$ cat config.mk
export PLATFORM = sky130hd
export DESIGN_NAME = sudoku_board_streamer_flat
export DESIGN_NICKNAME = d
export VERILOG_FILES = /design/src/rtl/sudoku_board_streamer_if.sv /design/src/rtl/sudoku_board_streamer.sv /design/src/flat_wrapper.sv
export SDC_FILE = /design/constraint.sdc
export NUM_CORES = 2
export LEC_CHECK = 0
export CORE_ASPECT_RATIO = 0.75
export CORE_MARGIN = 2
export CORE_UTILIZATION = 54
export DETAILED_ROUTE_END_ITERATION = 16
export DONT_BUFFER_PORTS = 1
export PLACE_DENSITY = 0.68
export SYNTH_ARGS = -nofsm -noshare
export SYNTH_HDL_FRONTEND = slang
export SYNTH_SLANG_ARGS = --single-unit
$ cat constraint.sdc
create_clock -name clk -period 4.54 [get_ports clk]
set_input_delay 0.227 -clock clk [delete_from_list [all_inputs] [get_ports clk]]
set_output_delay 0.227 -clock clk [all_outputs]
set_load 0.05 [all_outputs]
$ cat src/rtl/sudoku_board_streamer_if.sv
// sudoku_board_streamer_if: recogniser-side write port and solver-side cell stream of the board streamer.
interface sudoku_board_streamer_if;
  logic clear;
  logic wr_en;
  logic [3:0] wr_row;
  logic [3:0] wr_col;
  logic [3:0] wr_digit;
  logic start;
  logic busy;
  logic reading;
  logic [10:0] data;
  logic sent;
  logic wr_err;
  modport master (
    output clear, wr_en, wr_row, wr_col, wr_digit, start,
    input busy, reading, data, sent, wr_err
  );
  modport slave (
    input clear, wr_en, wr_row, wr_col, wr_digit, start,
    output busy, reading, data, sent, wr_err
  );
endinterface

$ cat src/rtl/sudoku_board_streamer.sv
// sudoku_board_streamer: buffers an 81-cell board from random-access writes and streams it column-major to the solver.
module sudoku_board_streamer (
  input logic clk,
  input logic rst_n,
  sudoku_board_streamer_if.slave bus
);
  localparam int N = 9;
  localparam int CELLS = N * N;
  localparam int DATA_W = 11;
  localparam logic [DATA_W-1:0] EMPTY = 11'h400;
  typedef enum logic {IDLE, SEND} state_t;
  state_t state, state_d;
  logic [6:0] k, k_d;
  logic [DATA_W-1:0] cells [CELLS];
  logic [DATA_W-1:0] data_d, enc, cell0;
  logic busy_d, reading_d, sent_d, wr_err_d;
  logic fmt_ok, wr_ok;
  logic [6:0] wr_idx;
  // Cells are stored column-major so the stream index addresses the buffer directly.
  assign fmt_ok = bus.wr_row < 4'(N) && bus.wr_col < 4'(N) && bus.wr_digit <= 4'(N);
  assign wr_ok = state == IDLE && bus.wr_en && fmt_ok;
  assign wr_idx = 7'(bus.wr_col) * 7'(N) + 7'(bus.wr_row);
  assign enc = bus.wr_digit == 4'd0 ? EMPTY : DATA_W'(1) << bus.wr_digit;
  // Bypass so a write/clear coinciding with start is visible in the first streamed word.
  assign cell0 = wr_ok && wr_idx == 7'd0 ? enc : bus.clear ? EMPTY : cells[0];
  always_comb begin
    state_d = state;
    k_d = k;
    busy_d = 1'b0;
    reading_d = 1'b0;
    data_d = '0;
    sent_d = 1'b0;
    wr_err_d = bus.wr_en && (state == SEND || !fmt_ok);
    if (state == IDLE) begin
      if (bus.start) begin
        state_d = SEND;
        k_d = 7'd0;
        busy_d = 1'b1;
        reading_d = 1'b1;
        data_d = cell0;
      end
    end else if (k == 7'(CELLS - 1)) begin
      state_d = IDLE;
      k_d = 7'd0;
      sent_d = 1'b1;
    end else begin
      k_d = k + 7'd1;
      busy_d = 1'b1;
      reading_d = 1'b1;
      data_d = cells[k + 7'd1];
    end
  end
  always_ff @(posedge clk or negedge rst_n) begin
    if (!rst_n) begin
      state <= IDLE;
      k <= 7'd0;
      bus.busy <= 1'b0;
      bus.reading <= 1'b0;
      bus.data <= '0;
      bus.sent <= 1'b0;
      bus.wr_err <= 1'b0;
    end else begin
      state <= state_d;
      k <= k_d;
      bus.busy <= busy_d;
      bus.reading <= reading_d;
      bus.data <= data_d;
      bus.sent <= sent_d;
      bus.wr_err <= wr_err_d;
    end
  end
  always_ff @(posedge clk or negedge rst_n) begin
    if (!rst_n) begin
      for (int i = 0; i < CELLS; i++) cells[i] <= EMPTY;
    end else begin
      for (int i = 0; i < CELLS; i++)
        cells[i] <= wr_ok && wr_idx == 7'(i) ? enc : (state == IDLE && bus.clear) ? EMPTY : cells[i];
    end
  end
endmodule

$ cat src/flat_wrapper.sv
// flat-port wrapper written by rule: the top's interface ports become plain ports
module sudoku_board_streamer_flat 
  (clk, rst_n, bus_clear, bus_wr_en, bus_wr_row, bus_wr_col, bus_wr_digit, bus_start, bus_busy, bus_reading, bus_data, bus_sent, bus_wr_err);
  sudoku_board_streamer_if bus_i ();
  input logic clk;
  input logic rst_n;
  input wire logic [$bits(bus_i.clear)-1:0] bus_clear;
  input wire logic [$bits(bus_i.wr_en)-1:0] bus_wr_en;
  input wire logic [$bits(bus_i.wr_row)-1:0] bus_wr_row;
  input wire logic [$bits(bus_i.wr_col)-1:0] bus_wr_col;
  input wire logic [$bits(bus_i.wr_digit)-1:0] bus_wr_digit;
  input wire logic [$bits(bus_i.start)-1:0] bus_start;
  output wire logic [$bits(bus_i.busy)-1:0] bus_busy;
  output wire logic [$bits(bus_i.reading)-1:0] bus_reading;
  output wire logic [$bits(bus_i.data)-1:0] bus_data;
  output wire logic [$bits(bus_i.sent)-1:0] bus_sent;
  output wire logic [$bits(bus_i.wr_err)-1:0] bus_wr_err;
  assign bus_i.clear = bus_clear;
  assign bus_i.wr_en = bus_wr_en;
  assign bus_i.wr_row = bus_wr_row;
  assign bus_i.wr_col = bus_wr_col;
  assign bus_i.wr_digit = bus_wr_digit;
  assign bus_i.start = bus_start;
  assign bus_busy = bus_i.busy;
  assign bus_reading = bus_i.reading;
  assign bus_data = bus_i.data;
  assign bus_sent = bus_i.sent;
  assign bus_wr_err = bus_i.wr_err;
  sudoku_board_streamer u_core (.clk(clk), .rst_n(rst_n), .bus(bus_i));
endmodule
==> run summary <==
In this run the power spent charging and discharging nets is 8406 µW. During synthesis, Yosys emitted a total of 0 warnings. The tools report the aggregate negative setup slack as 0 ps.

The proportion of register bits with asynchronous set or reset after synthesis is 100.0%, and the power density over the cells is 526.3 nW/µm². The share of layout cells above drive strength 1 is 16.79%, and the number of buffers added on ports is 0. STA classifies the critical path endpoint as a flip-flop.

STA puts the critical path data arrival time at 4110 ps. For the worst-skew pair, the clock arrives at the later sink with an insertion delay of 660 ps. The final max-slew violation count is 0. Combinational cells account for 30.4% of the total power. The clock passes through at most 3 buffers. Clock tree synthesis inserted a total of 88 buffers. The average size of a mapped cell is 10.80 µm², and the part of the Yosys area used for sequential elements is 54.50%. The floorplan step defined a die boundary enclosing 80,160 µm². The top cell type by area accounts for 49.44% of the synthesized area. The clock-pin slew on the worst setup and hold paths works out to 70 ps. The overall power consumption was 24,350 µW; the depth of the worst hold-timing path was 3. In this run the remaining antenna-violating nets after routing total 0. The multi-input combinational cells in the finished layout cover a total of 17,410 µm².

The finished layout cell area was 46,260 µm². Pin placement for this block handled 32 I/O pins. TritonCTS built the clock tree.

The post-synthesis net count was 3,924; the area growth from synthesis to layout was 9.983%. The kind of path behind the tightest hold check was in2reg. The transition at the pin with the smallest max-transition slack was 1153 ps. Setup repair after global routing left no endpoint under its margin. The die is 245.7 µm tall.

The tools report the worst hold slack as 10.38 ps. The number of cells on the worst reg-to-reg path is 9. Across the run, the number of max-cap violations was 0. The flow ran to the end, and the final reports show no timing, DRC or antenna violations. The number of iterations in the first detailed-routing pass was 6. The nature of the critical path startpoint was a flip-flop. The number of remaining DRC errors was 0. The final critical-path share of the clock period is 78.62%, and the final net count is 3,723. The weighted congestion reported at the end of routability-driven placement came out at 0.9563. For the required time reported for the critical path endpoint, the log shows 5080 ps. Yosys attributes the largest share of cell area to sky130_fd_sc_hd__dfrtp_1, sky130_fd_sc_hd__mux4_2, sky130_fd_sc_hd__nand3_1, sky130_fd_sc_hd__o21ai_0, sky130_fd_sc_hd__dfstp_2. Once detailed placement completed, the half-perimeter wirelength came to 72.13 mm. For this run, the top clock speed supported by timing is 280.2 MHz.

The tools report the number of antenna violations at the first check in global routing as 4. The first global-routing pass estimated 185.8 mm of wire. The final setup skew is 19.88 ps. Number of enable-type register cells in the synthesized netlist: 0. The filler cells instantiated in the layout total 6,253. Setup violations remaining at the end of the flow were counted as 0. The critical path class was reg2reg. Net switching is 34.53% of the power. The run gives 43,030 µm² as the standard cell area after detailed placement.

Synthesis handed over a netlist of 3,893 instances. Across the VDD grid, the largest voltage drop is 0.0007618 V. The worst pin sits at a relative slew slack of 22.09%.

Via count normalized by instance count: 6.496. The starting utilization of the core area was 54.65%; the shortest clock period the worst path allows after layout was 3569 ps. The area taken by flip-flops and latches came out at 22,930 µm². For the placement row count, the log shows 88.

The die extent in x is 326.3 µm, and the final hold violation count is 0. Yosys mapped the design onto 65 distinct sky130hd cell types. The number of violations reported at the end of detailed-routing iteration 0 is 3,813. The H-tree depth reported by CTS was 3; the total global routing overflow was 0. The pin count of the biggest net entering global routing was 913; the worst setup slack for register-to-register paths was 970 ps. The most used flip-flop cell after synthesis is sky130_fd_sc_hd__dfrtp_1.

After synthesis the netlist holds a flip-flop and latch count of 912. The number of global-route vias before repair was 29,810. Of the total power, registers draw 37.5%. The total area inside the core boundary comes to 76,960 µm². The routed layout has 31,200 vias. Most area-hungry cell type in the Yosys netlist: sky130_fd_sc_hd__dfrtp_1. The logs give 912 for the number of clock sinks and 0.01959 µW for the reported leakage power. The average wire length per cell after detail routing works out to 24.84 µm. For the internal power component, the log shows 15,940 µW. At the end of the flow the core is filled with cells to 60.11%.

Clock network fraction of design power: 32.1%. The global routing usage summed across all routing layers is 30.15%. Wires add up to 119.3 mm. Clock root buffer: sky130_fd_sc_hd__clkbuf_16. Largest fanout on the critical path: 14. Summing every instance area after synthesis gives 42,060 µm².
## synthesized netlist by cell type, drive strengths merged, types with 16 or more instances
cell type	number
dfrtp	831
o21ai	824
nand3	767
clkbuf	281
nand2	254
mux4	219
buf	168
and3	83
dfstp	81
mux2i	79
nor2	69
a21oi	29
nor3	24
o221ai	21
nand2b	16
## placed cells by master, fill, tap and decap left out, types with 6 or more instances in the layout
cell and count:
sky130_fd_sc_hd__clkbuf_8 16, sky130_fd_sc_hd__bufinv_16 10, sky130_fd_sc_hd__nand3_1 765, sky130_fd_sc_hd__a221o_1 8, sky130_fd_sc_hd__mux2i_1 79, sky130_fd_sc_hd__xnor2_2 7, sky130_fd_sc_hd__ha_1 12, sky130_fd_sc_hd__a32oi_1 11
sky130_fd_sc_hd__a32o_1 11, sky130_fd_sc_hd__a21oi_1 25, sky130_fd_sc_hd__mux4_2 219, sky130_fd_sc_hd__o221ai_1 21, sky130_fd_sc_hd__clkbuf_1 26, sky130_fd_sc_hd__clkbuf_16 93, sky130_fd_sc_hd__o21ai_1 291, sky130_fd_sc_hd__and3_1 83
sky130_fd_sc_hd__a31oi_1 11, sky130_fd_sc_hd__nor2b_1 9, sky130_fd_sc_hd__and2_1 6, sky130_fd_sc_hd__nand2_4 7, sky130_fd_sc_hd__clkinv_2 13, sky130_fd_sc_hd__or2_1 8, sky130_fd_sc_hd__buf_4 129, sky130_fd_sc_hd__o21ai_0 533
sky130_fd_sc_hd__nand4_1 9, sky130_fd_sc_hd__dfstp_2 81, sky130_fd_sc_hd__nor3_1 17, sky130_fd_sc_hd__nand2b_1 15, sky130_fd_sc_hd__buf_12 20, sky130_fd_sc_hd__dfrtp_1 829, sky130_fd_sc_hd__nand2_1 247, sky130_fd_sc_hd__nor2_1 69
## registers in the layout, summed over array words and instances (netlist names)
name,flops
u_core.bus.busy,1
u_core.bus.data,11
u_core.bus.sent,1
u_core.bus.wr_err,1
u_core.cells,891
u_core.k,7
## power groups by stage
stage | Sequential (µW) | Combinational, µW | Clock [µW]
2_1_floorplan | 9090 | 4790 | 0
3_3_place_gp | 9250 | 7020 | 0
3_5_place_dp | 9250 | 7070 | 0
4_1_cts | 9120 | 7090 | 7870
5_1_grt | 9160 | 7770 | 8210
6_report | 9130 | 7410 | 7800
## routing by layer
layer	wire length, µm	track usage, %
met1	52860	46.05
met2	49500	40.78
met3	13270	9.567
met4	3605	9.664
met5	41	0
## layout make-up
type / instances / area share, %
flip-flops and latches: 912 / 49.56
multi-input cells: 2526 / 37.64
clock buffers: 135 / 5.718
repair buffers: 158 / 3.343
well taps: 1035 / 2.799
clock inverters: 28 / 0.8763
inverters: 6 / 0.04869
diodes: 2 / 0.01082
## timing repair
item	4_1_cts	5_1_grt
resized for setup	0	0
hold endpoints to repair	939	471
buffers inserted	0	0
hold buffers	3	2
## metrics by stage
| step | cells | worst slack (ps) |
|---|---|---|
| after floorplan | 3893 | 1698 |
| after global placement | 4628 | 957.9 |
| after detailed placement | 4628 | 893.3 |
| after CTS | 4794 | 1007 |
| after global routing | 4802 | 774.4 |
| final | 4802 | 970.6 |
## path summary, 6_finish.rpt
| path | startpoint | to |
|---|---|---|
| max | u_core.k[0]$_DFFE_PN0P_ | u_core.bus.data[4]$_DFF_PN0_ |
| min | bus_wr_en | u_core.cells[329]$_DFFE_PN1P_ |
| max reg2reg | u_core.k[0]$_DFFE_PN0P_ | u_core.bus.data[4]$_DFF_PN0_ |
| min reg2reg | u_core.cells[482]$_DFFE_PN0P_ | u_core.cells[482]$_DFFE_PN0P_ |
| max in group asynchronous | rst_n | u_core.bus.sent$_DFF_PN0_ |
| min in group asynchronous | rst_n | u_core.cells[754]$_DFFE_PN0P_ |
## critical path, cell delays in order, from the launching register on
cell	delay [ps]
sky130_fd_sc_hd__dfrtp_4	530
sky130_fd_sc_hd__ha_1	370
sky130_fd_sc_hd__xor2_4	540
sky130_fd_sc_hd__buf_4	390
sky130_fd_sc_hd__mux4_2	370
sky130_fd_sc_hd__mux2i_1	140
sky130_fd_sc_hd__o221ai_1	200
sky130_fd_sc_hd__a31oi_1	510
sky130_fd_sc_hd__nor3_1	90
sky130_fd_sc_hd__a221o_1	280
## cells by family (layout without fill, tap and decap cells)
family          count (synthesis)  count (layout)  share of synthesized area [%]
flops                         912             912                          54.50
mux                           299             299                          13.63
other cells                     0               2                              0
fa+ha+maj                      14              14                         0.4343
buf+inv                       455             327                          4.501
simple gates                 1259            1259                          14.59
compound gates                937             937                          11.91
xor+xnor                       17              17                         0.4254
No activity file was read; power rests on OpenSTA's default activity.
